`src/rtl/rst_sequencer_pkg.sv`:
```
// Shared constants and state encoding for the CCSS register-reset sequencer.
package ccss_rst_pkg;

    localparam int unsigned N_RST    = 4;
    localparam int unsigned IDX_ROW  = 0;
    localparam int unsigned IDX_COL  = 1;
    localparam int unsigned IDX_CURR = 2;
    localparam int unsigned IDX_SUM  = 3;

    typedef enum logic [1:0] {
        ST_IDLE   = 2'd0,
        ST_ASSERT = 2'd1,
        ST_GAP    = 2'd2
    } state_e;

    function automatic logic [N_RST-1:0] idx2onehot(input logic [1:0] idx);
        return N_RST'(1) << idx;
    endfunction

endpackage

```
`src/rtl/rr_arbiter4.sv`:
```
// Combinational 4-way round-robin arbiter; search starts at ptr_i and wraps.
module rr_arbiter4
    import ccss_rst_pkg::*;
(
    input  logic [N_RST-1:0] req_i,
    input  logic [1:0]       ptr_i,
    output logic [N_RST-1:0] gnt_o,
    output logic [1:0]       idx_o,
    output logic             valid_o
);

    logic       found;
    logic [1:0] cand;

    always_comb begin
        found = 1'b0;
        idx_o = '0;
        cand  = '0;
        for (int unsigned k = 0; k < N_RST; k++) begin
            cand = ptr_i + k[1:0];
            if (!found && req_i[cand]) begin
                found = 1'b1;
                idx_o = cand;
            end
        end
        valid_o = found;
        gnt_o   = found ? idx2onehot(idx_o) : '0;
    end

endmodule

```
`src/rtl/rst_sequencer.sv`:
```
// Serialises ROW/COL/CURR/SUM reset requests into timed one-hot decoder pulses,
// granting round-robin and reporting per-register completion.
module rst_sequencer
    import ccss_rst_pkg::*;
#(
    parameter int unsigned HOLD_CYC = 1,
    parameter int unsigned GAP_CYC  = 1
) (
    input  logic             clk,
    input  logic             rst_n,
    input  logic [N_RST-1:0] req,
    input  logic             req_all,
    output logic [N_RST-1:0] RST_sel,
    output logic             RST_en,
    output logic [N_RST-1:0] done,
    output logic             busy
);

    localparam int unsigned   CNT_MAX   = (HOLD_CYC > GAP_CYC) ? HOLD_CYC : GAP_CYC;
    localparam int unsigned   CW        = $clog2(CNT_MAX + 1);
    localparam logic [CW-1:0] HOLD_LOAD = CW'(HOLD_CYC - 1);
    localparam logic [CW-1:0] GAP_LOAD  = (GAP_CYC > 0) ? CW'(GAP_CYC - 1) : '0;
    localparam logic          NO_GAP    = (GAP_CYC == 0);

    state_e           state_q;
    logic [N_RST-1:0] pend_q, pend_d;
    logic [1:0]       ptr_q;
    logic [CW-1:0]    cnt_q;
    logic [N_RST-1:0] sel_q;
    logic             en_q;
    logic [N_RST-1:0] done_q;

    logic [N_RST-1:0] req_eff;
    logic [N_RST-1:0] absorb;
    logic [N_RST-1:0] cand;
    logic [N_RST-1:0] arb_gnt;
    logic [1:0]       arb_idx;
    logic             arb_valid;
    logic             decide;
    logic             grant;

    rr_arbiter4 u_arb (
        .req_i   (cand),
        .ptr_i   (ptr_q),
        .gnt_o   (arb_gnt),
        .idx_o   (arb_idx),
        .valid_o (arb_valid)
    );

    // A request for the bit being pulsed is dropped; during GAP it re-arms.
    always_comb begin
        req_eff = req | {N_RST{req_all}};
        absorb  = (state_q == ST_ASSERT) ? sel_q : '0;
        cand    = pend_q | (req_eff & ~absorb);
        case (state_q)
            ST_IDLE:   decide = 1'b1;
            ST_ASSERT: decide = NO_GAP && (cnt_q == '0);
            ST_GAP:    decide = (cnt_q == '0);
            default:   decide = 1'b0;
        endcase
        grant  = decide && arb_valid;
        pend_d = grant ? (cand & ~arb_gnt) : cand;
    end

    // The grant block after the case overrides the exit path on decision edges.
    always_ff @(posedge clk or negedge rst_n) begin
        if (!rst_n) begin
            state_q <= ST_IDLE;
            pend_q  <= '0;
            ptr_q   <= '0;
            cnt_q   <= '0;
            sel_q   <= '0;
            en_q    <= 1'b0;
            done_q  <= '0;
        end else begin
            pend_q <= pend_d;
            done_q <= '0;
            case (state_q)
                ST_ASSERT: begin
                    if (cnt_q != '0) begin
                        cnt_q <= cnt_q - 1'b1;
                    end else begin
                        done_q  <= sel_q;
                        sel_q   <= '0;
                        en_q    <= 1'b0;
                        state_q <= NO_GAP ? ST_IDLE : ST_GAP;
                        cnt_q   <= GAP_LOAD;
                    end
                end
                ST_GAP: begin
                    if (cnt_q != '0) cnt_q <= cnt_q - 1'b1;
                    else             state_q <= ST_IDLE;
                end
                default: state_q <= ST_IDLE;
            endcase
            if (grant) begin
                state_q <= ST_ASSERT;
                cnt_q   <= HOLD_LOAD;
                sel_q   <= arb_gnt;
                en_q    <= 1'b1;
                ptr_q   <= arb_idx + 2'd1;
            end
        end
    end

    assign RST_sel = sel_q;
    assign RST_en  = en_q;
    assign done    = done_q;
    assign busy    = (state_q != ST_IDLE) || (|pend_q);

endmodule
```
`config.mk`:
```
export PLATFORM = sky130hd
export DESIGN_NAME = rst_sequencer
export DESIGN_NICKNAME = d
export VERILOG_FILES = /design/src/rtl/rst_sequencer_pkg.sv /design/src/rtl/rr_arbiter4.sv /design/src/rtl/rst_sequencer.sv
export SDC_FILE = /design/constraint.sdc
export NUM_CORES = 1
export LEC_CHECK = 0
export BUFFER_PORTS_ARGS = -buffer_cell sky130_fd_sc_hd__clkbuf_2
export CAP_MARGIN = 20
export CORE_MARGIN = 4
export CORE_UTILIZATION = 57
export CTS_CLUSTER_SIZE = 14
export DETAILED_ROUTE_END_ITERATION = 7
export HOLD_SLACK_MARGIN = 0.05
export PLACE_DENSITY_LB_ADDON = 0.12
export RECOVER_POWER = 50
export SYNTH_ARGS = -nofsm -noshare
export SYNTH_HDL_FRONTEND = slang
export SYNTH_HIERARCHICAL = 1
export SYNTH_SLANG_ARGS = --single-unit
```
`constraint.sdc`:
```
create_clock -name clk -period 6 [get_ports clk]
set_clock_uncertainty 0.15 [all_clocks]
set_input_delay 0.3 -clock clk [delete_from_list [all_inputs] [get_ports clk]]
set_output_delay 0.3 -clock clk [all_outputs]
set_load 0.05 [all_outputs]
```
; ---- After elaboration in Yosys (flattened, before gate mapping)
; Index checks and enable logic that the tools add are counted.
[totals]
wordCells = 80
input_bits = 7
output_inout_bits = 10
register_bits = 18
[op_classes]
bitwise_logic = 7
shifts = 1
add_sub_neg = 5
reduce_logical = 16
muxes = 35
n_lt_le_gt_ge = 4
n_eq_ne = 5
[op_table]
columns = operator, count
row1 = $mux W4, 8
row2 = $mux W1, 14
row3 = $mux W2, 7
row4 = $lt A2 B3 Y1 const B, 4
row5 = $and A4 B4 Y4, 2
row6 = $bmux W1 S2, 4
row7 = $not A4 Y4, 2
row8 = $or A4 B4 Y4, 2
row9 = $ne A3 B3 Y1 const B, 2
row10 = $reduce_bool A2 Y1, 3
row11 = $add A2 B1 Y2 const B, 2
row12 = $add A2 B2 Y2 const B, 2
row13 = $logic_and A1 B1 Y1, 4
row14 = $pmux W2 S2, 1
row15 = $reduce_and A2 Y1, 2
row16 = $reduce_or A4 Y1, 1
row17 = $shl A1 B2 Y4 const A, 1
row18 = $logic_not A1 Y1, 3
row19 = $eq A2 B1 Y1 const B, 1
row20 = $eq A2 B2 Y1 const B, 1
row21 = $logic_not A2 Y1, 1
row22 = $ne A2 B1 Y1 const B, 1
row23 = $pmux W1 S2, 1
row24 = $reduce_or A2 Y1, 1
row25 = other kinds (3), 3

; ---- Longest topological paths before layout
[logic_depth]
ltp_word = 22
depth_mapped = 10
mapped_depth_nobuf = 7

; ---- Hierarchy
; The synthesis kept the hierarchy.
[modules_own_cells]
columns = mod, n_inst, cells_per_inst, area_each_um2, seq_area_each_um2
row1 = rst_sequencer, 1, 63, 726.9, 425.4
row2 = rr_arbiter4, 1, 32, 182.7, 0.0

; ---- Worst setup path after synthesis
; No wires, ideal clock.
[synth_timing]
path_type = reg2reg
start = register state_q[0]
end = register ptr_q[1]
path_slack_ns = 3.794
path_stages_with_launch = 10
required_time_ns = 5.725
synth_period_minus_slack_ns = 2.206
n_path_buf = 2
setup_ns = 0.125
arrival_ns = 1.932
path_cell_list = dfrtp_1 -> and2b_1 -> buf_4 -> buf_6 -> a21oi_1 -> nand2b_2 -> a21oi_1 -> a211oi_2 -> xor2_1 -> mux2_2
[synth_via]
elab_chain_len = 18
elab_cells_between_ends = 32
classes_between = add/sub (1) / eq/ne (2) / mux (18) / bitwise (3) / reduce/logical (8)
[synth_rtl]
columns = item, line
row1 = from (decl), rst_sequencer.sv:25  ; state_e state_q;
row2 = from (signal assigned), rst_sequencer.sv:86  ; state_q <= NO_GAP ? ST_IDLE : ST_GAP;
row3 = $eq A2 B1 Y1 (*), rst_sequencer.sv:53  ; absorb = (state_q == ST_ASSERT) ? sel_q : '0;
row4 = $mux W4 (*), rst_sequencer.sv:53
row5 = $not A4 Y4 (*), rst_sequencer.sv:54  ; cand = pend_q | (req_eff & ~absorb);
row6 = $and A4 B4 Y4 (*), rst_sequencer.sv:54
row7 = $or A4 B4 Y4 (*), rst_sequencer.sv:54
row8 = via cand[0], rst_sequencer.sv:35  ; logic [N_RST-1:0] cand;
row9 = $bmux W1 S2, rr_arbiter4.sv:21  ; if (!found && req_i[cand]) begin
row10 = $mux W1 (implied by the code), rr_arbiter4.sv:21
row11 = [4 not listed], -
row12 = $logic_not A1 Y1, rr_arbiter4.sv:21
row13 = $logic_and A1 B1 Y1, rr_arbiter4.sv:21
row14 = $mux W1, rr_arbiter4.sv:21
row15 = $logic_not A1 Y1, rr_arbiter4.sv:21
row16 = $logic_and A1 B1 Y1, rr_arbiter4.sv:21
row17 = $mux W2 (*), rr_arbiter4.sv:21
row18 = via arb_idx[0], rst_sequencer.sv:37  ; logic [1:0] arb_idx;
row19 = $add A2 B1 Y2 (*), rst_sequencer.sv:101  ; ptr_q <= arb_idx + 2'd1;
row20 = to (signal assigned), rst_sequencer.sv:101
row21 = to (decl), rst_sequencer.sv:27  ; logic [1:0] ptr_q;
; Mark *: on every way through the listed nets, which the timed path passes. The rest lies on a longest branch. The select of a mux whose other input is x is not followed.
; A chain may end at the register's enable or synchronous reset.

; ---- Final worst setup path
[layout_timing]
start = register state_q[0]
end = register ptr_q[1]
[layout_via]
elab_chain_len = 18
elab_cells_between_ends = 32
classes_between = add/sub (1) / eq/ne (2) / mux (18) / bitwise (3) / reduce/logical (8)
[layout_rtl]
columns = item, line
row1 = $eq A2 B1 Y1 (*), rst_sequencer.sv:53
row2 = $mux W4 (*), rst_sequencer.sv:53
row3 = $not A4 Y4 (*), rst_sequencer.sv:54
row4 = $and A4 B4 Y4 (*), rst_sequencer.sv:54
row5 = $or A4 B4 Y4 (*), rst_sequencer.sv:54
row6 = via cand[2], rst_sequencer.sv:35
row7 = $bmux W1 S2, rr_arbiter4.sv:21
row8 = $mux W1 (implied by the code), rr_arbiter4.sv:21
row9 = [4 not listed], -
row10 = $logic_not A1 Y1, rr_arbiter4.sv:21
row11 = $logic_and A1 B1 Y1, rr_arbiter4.sv:21
row12 = $mux W1, rr_arbiter4.sv:21
row13 = $logic_not A1 Y1, rr_arbiter4.sv:21
row14 = $logic_and A1 B1 Y1, rr_arbiter4.sv:21
row15 = $mux W1 (*), rr_arbiter4.sv:21
row16 = via arb_valid, rst_sequencer.sv:38  ; logic arb_valid;
row17 = $logic_and A1 B1 Y1 (*), rst_sequencer.sv:61  ; grant = decide && arb_valid;
; Marked as above.

==> results.json <==
{
  "cp_cell_sequence": "and2b_1, a21oi_1, nor2_1, nand2_1, nor2b_2, mux2_2",
  "dieWidth_um": 47.9,
  "cp_slowest_cell": "a21oi_1",
  "grt_pass1_vias": 694,
  "yosysTopAreaCellShare": 0.468,
  "cp-end-kind": "flop",
  "avgSynthCellArea_um2": 9.57,
  "worst_pin_slew_ns": 0.898,
  "power_density_mw_per_mm2": 407,
  "antenna_found_initial": 0,
  "period_needed_ns": 2.73,
  "power.total_uw": 407,
  "via_per_inst": 6.14,
  "hold_start": "req[0]",
  "cp-startpoint": "state_q[0]$_DFF_PN0_",
  "critPathLaunchType": "flop",
  "rsz0062_at_grt": "false",
  "ys_async_sr_fraction": 1.00,
  "core.rowCount": 14,
  "gp_congestion": 0.785,
  "ys_ff_latch": 17,
  "post-route-util": 0.664,
  "fill_cells": 133,
  "nNetsFinal": 119,
  "io_pins": 17,
  "initial_utilization": 0.604,
  "vdd_drop_max_mv": 0.291,
  "cts.sinks": 17,
  "wl_um": 1900,
  "place_hpwl_um": 1380,
  "synth_area_um2": 910,
  "yosysSeqAreaShare": 0.468,
  "ys.flop_type": "dfrtp_1",
  "holdWs_ns": 0.251,
  "synth_area_leaders": "dfrtp_1 (47%), a221oi_1 (4.8%), a21oi_1 (4.4%)",
  "grt_use_total": 0.195,
  "maxCapViolCount": 0,
  "max_freq_mhz": 367,
  "crit_fanout": 18,
  "ys_types": 30,
  "ant_nets": 0,
  "fin_crit_sh": 0.455,
  "postCtsResizedCells": 0,
  "areaGrowthSynthToFinish_pct": 10.0,
  "dieArea_mm2": 0.00230,
  "first_pass_iters": 4,
  "n_antenna_cell": 0,
  "synth_edf_count": 0,
  "clk_latency_ns": 0.29,
  "required_ns": 6.03,
  "outcome": "complete, no violations",
  "syn_nets": 102,
  "grt_max_degree": 19,
  "drv_slew": 0,
  "yosysTopAreaCell": "dfrtp_1",
  "p_leak_uw": 0.000442,
  "syn_inst": 95,
  "grt_pass1_wl_um": 3090,
  "placed_cell_area_um2": 971,
  "drt_iter0_markers": 53,
  "cts_max_path_buffers": 2,
  "hold_viol_final": 0,
  "synth_top_cells_by_count": "dfrtp_1 (17), inv_1 (10), a21oi_1 (8), nor2_1 (6), nor3_1 (6)",
  "root_buffer": "clkbuf_4",
  "critical_path_arrival_ns": 2.76,
  "design_area_mm2": 0.00100,
  "die_h_um": 47.9,
  "hp-class": "input port to flop",
  "htree_levels": 1,
  "cts_tree": "yes",
  "fin_setup_tns_ns": 0,
  "rr_startpoint": "state_q[0]$_DFF_PN0_",
  "drc": 0,
  "portBuffers": 16,
  "vias": 780,
  "slowest_delay_ns": 0.52,
  "avgRoutedWirePerCell_um": 14.9,
  "finalSetupViolCount": 0,
  "core_area_mm2": 0.00151,
  "drive_above_1_share": 0.171,
  "cts_buffers": 3,
  "cts.clk_slew.worst_paths_ns": 0.09,
  "worstSetupPathType": "flop to flop",
  "yosys_warnings": 6,
  "yosysMostFrequentCell": "dfrtp_1",
  "overflow": 0,
  "maxSlewHeadroom": 0.401
}
==> area by class of cell <==
class / instances / area (um2) / share of cell area
timing repair buffer: 17 / 83.8 / 0.0837
inverter: 10 / 37.5 / 0.0375
clock buffer: 4 / 26.3 / 0.0263
tap: 16 / 20.0 / 0.0200
sequential: 17 / 425 / 0.425
multi-input combinational: 63 / 408 / 0.407
==> placed cells by master (no fill, tap or decap), types with 3 or more instances in the layout <==
cell	count
clkbuf_4	3
clkbuf_1	6
nand2_1	3
and2_1	4
clkbuf_2	11
dfrtp_1	17
nand3b_1	4
a21oi_1	8
nor2_1	6
o31ai_1	4
a221oi_1	5
inv_1	10
nor3_1	6
nor2b_1	5
==> where the power goes <==
part           total (uW)  switching (uW)  internal (uW)  leakage [uW]
Sequential            170            26.9            143      0.000208
Combinational         177             113           64.6      0.000219
Clock                60.5            34.7           25.8     0.0000150
==> stage by stage <==
step | std cells | worst slack [ns]
finish | 127 | 3.27
global route | 127 | 3.06
CTS | 127 | 3.31
detailed placement | 122 | 3.31
global placement | 122 | 3.41
floorplan | 95 | 3.79
==> worst max-delay path, delay by kind of cell, from the launching register on <==
kind	cells	cell delay, ns
and+or+nand+nor	4	1.12
DFF	1	0.44
AOI/OAI and AO/OA	1	0.52
muxes	1	0.39
==> flip-flops by register name, summed over array words and instances (netlist names) <==
signal	cells
RST_en	1
state_q	2
RST_sel	4
ptr_q	2
done	4
pend_q	4
==> cells by family after synthesis <==
family          share of synthesized area
flops                               0.468
mux                                0.0234
xor+xnor                          0.00963
simple gates                        0.213
buf+inv                            0.0839
compound gates                      0.202
==> routing by layer <==
metal,GRT usage,routed length [um],up-vias
li1,-,-,368
met1,0.263,859,371
met2,0.306,892,36
met3,0.0338,114,5
met4,0.0806,32,0
met5,0,0,-
==> timing repair <==
action                    CTS  global route
hold endpoints to repair   17             0
hold buffers                1             0
buffers inserted            0             0
==> final timing paths <==
check / end / depth (start not counted) / slack [ns]
max: ptr_q[1]$_DFFE_PN0P_ / 6 / 3.27
min: pend_q[0]$_DFF_PN0_ / 3 / 0.25
max reg2reg: ptr_q[1]$_DFFE_PN0P_ / 6 / 3.27
min reg2reg: done[1]$_DFF_PN0_ / 1 / 0.40
max in group asynchronous: ptr_q[0]$_DFFE_PN0P_ / 2 / 4.65
min in group asynchronous: done[2]$_DFF_PN0_ / 2 / 0.50
(Power assumes the default switching activity.)
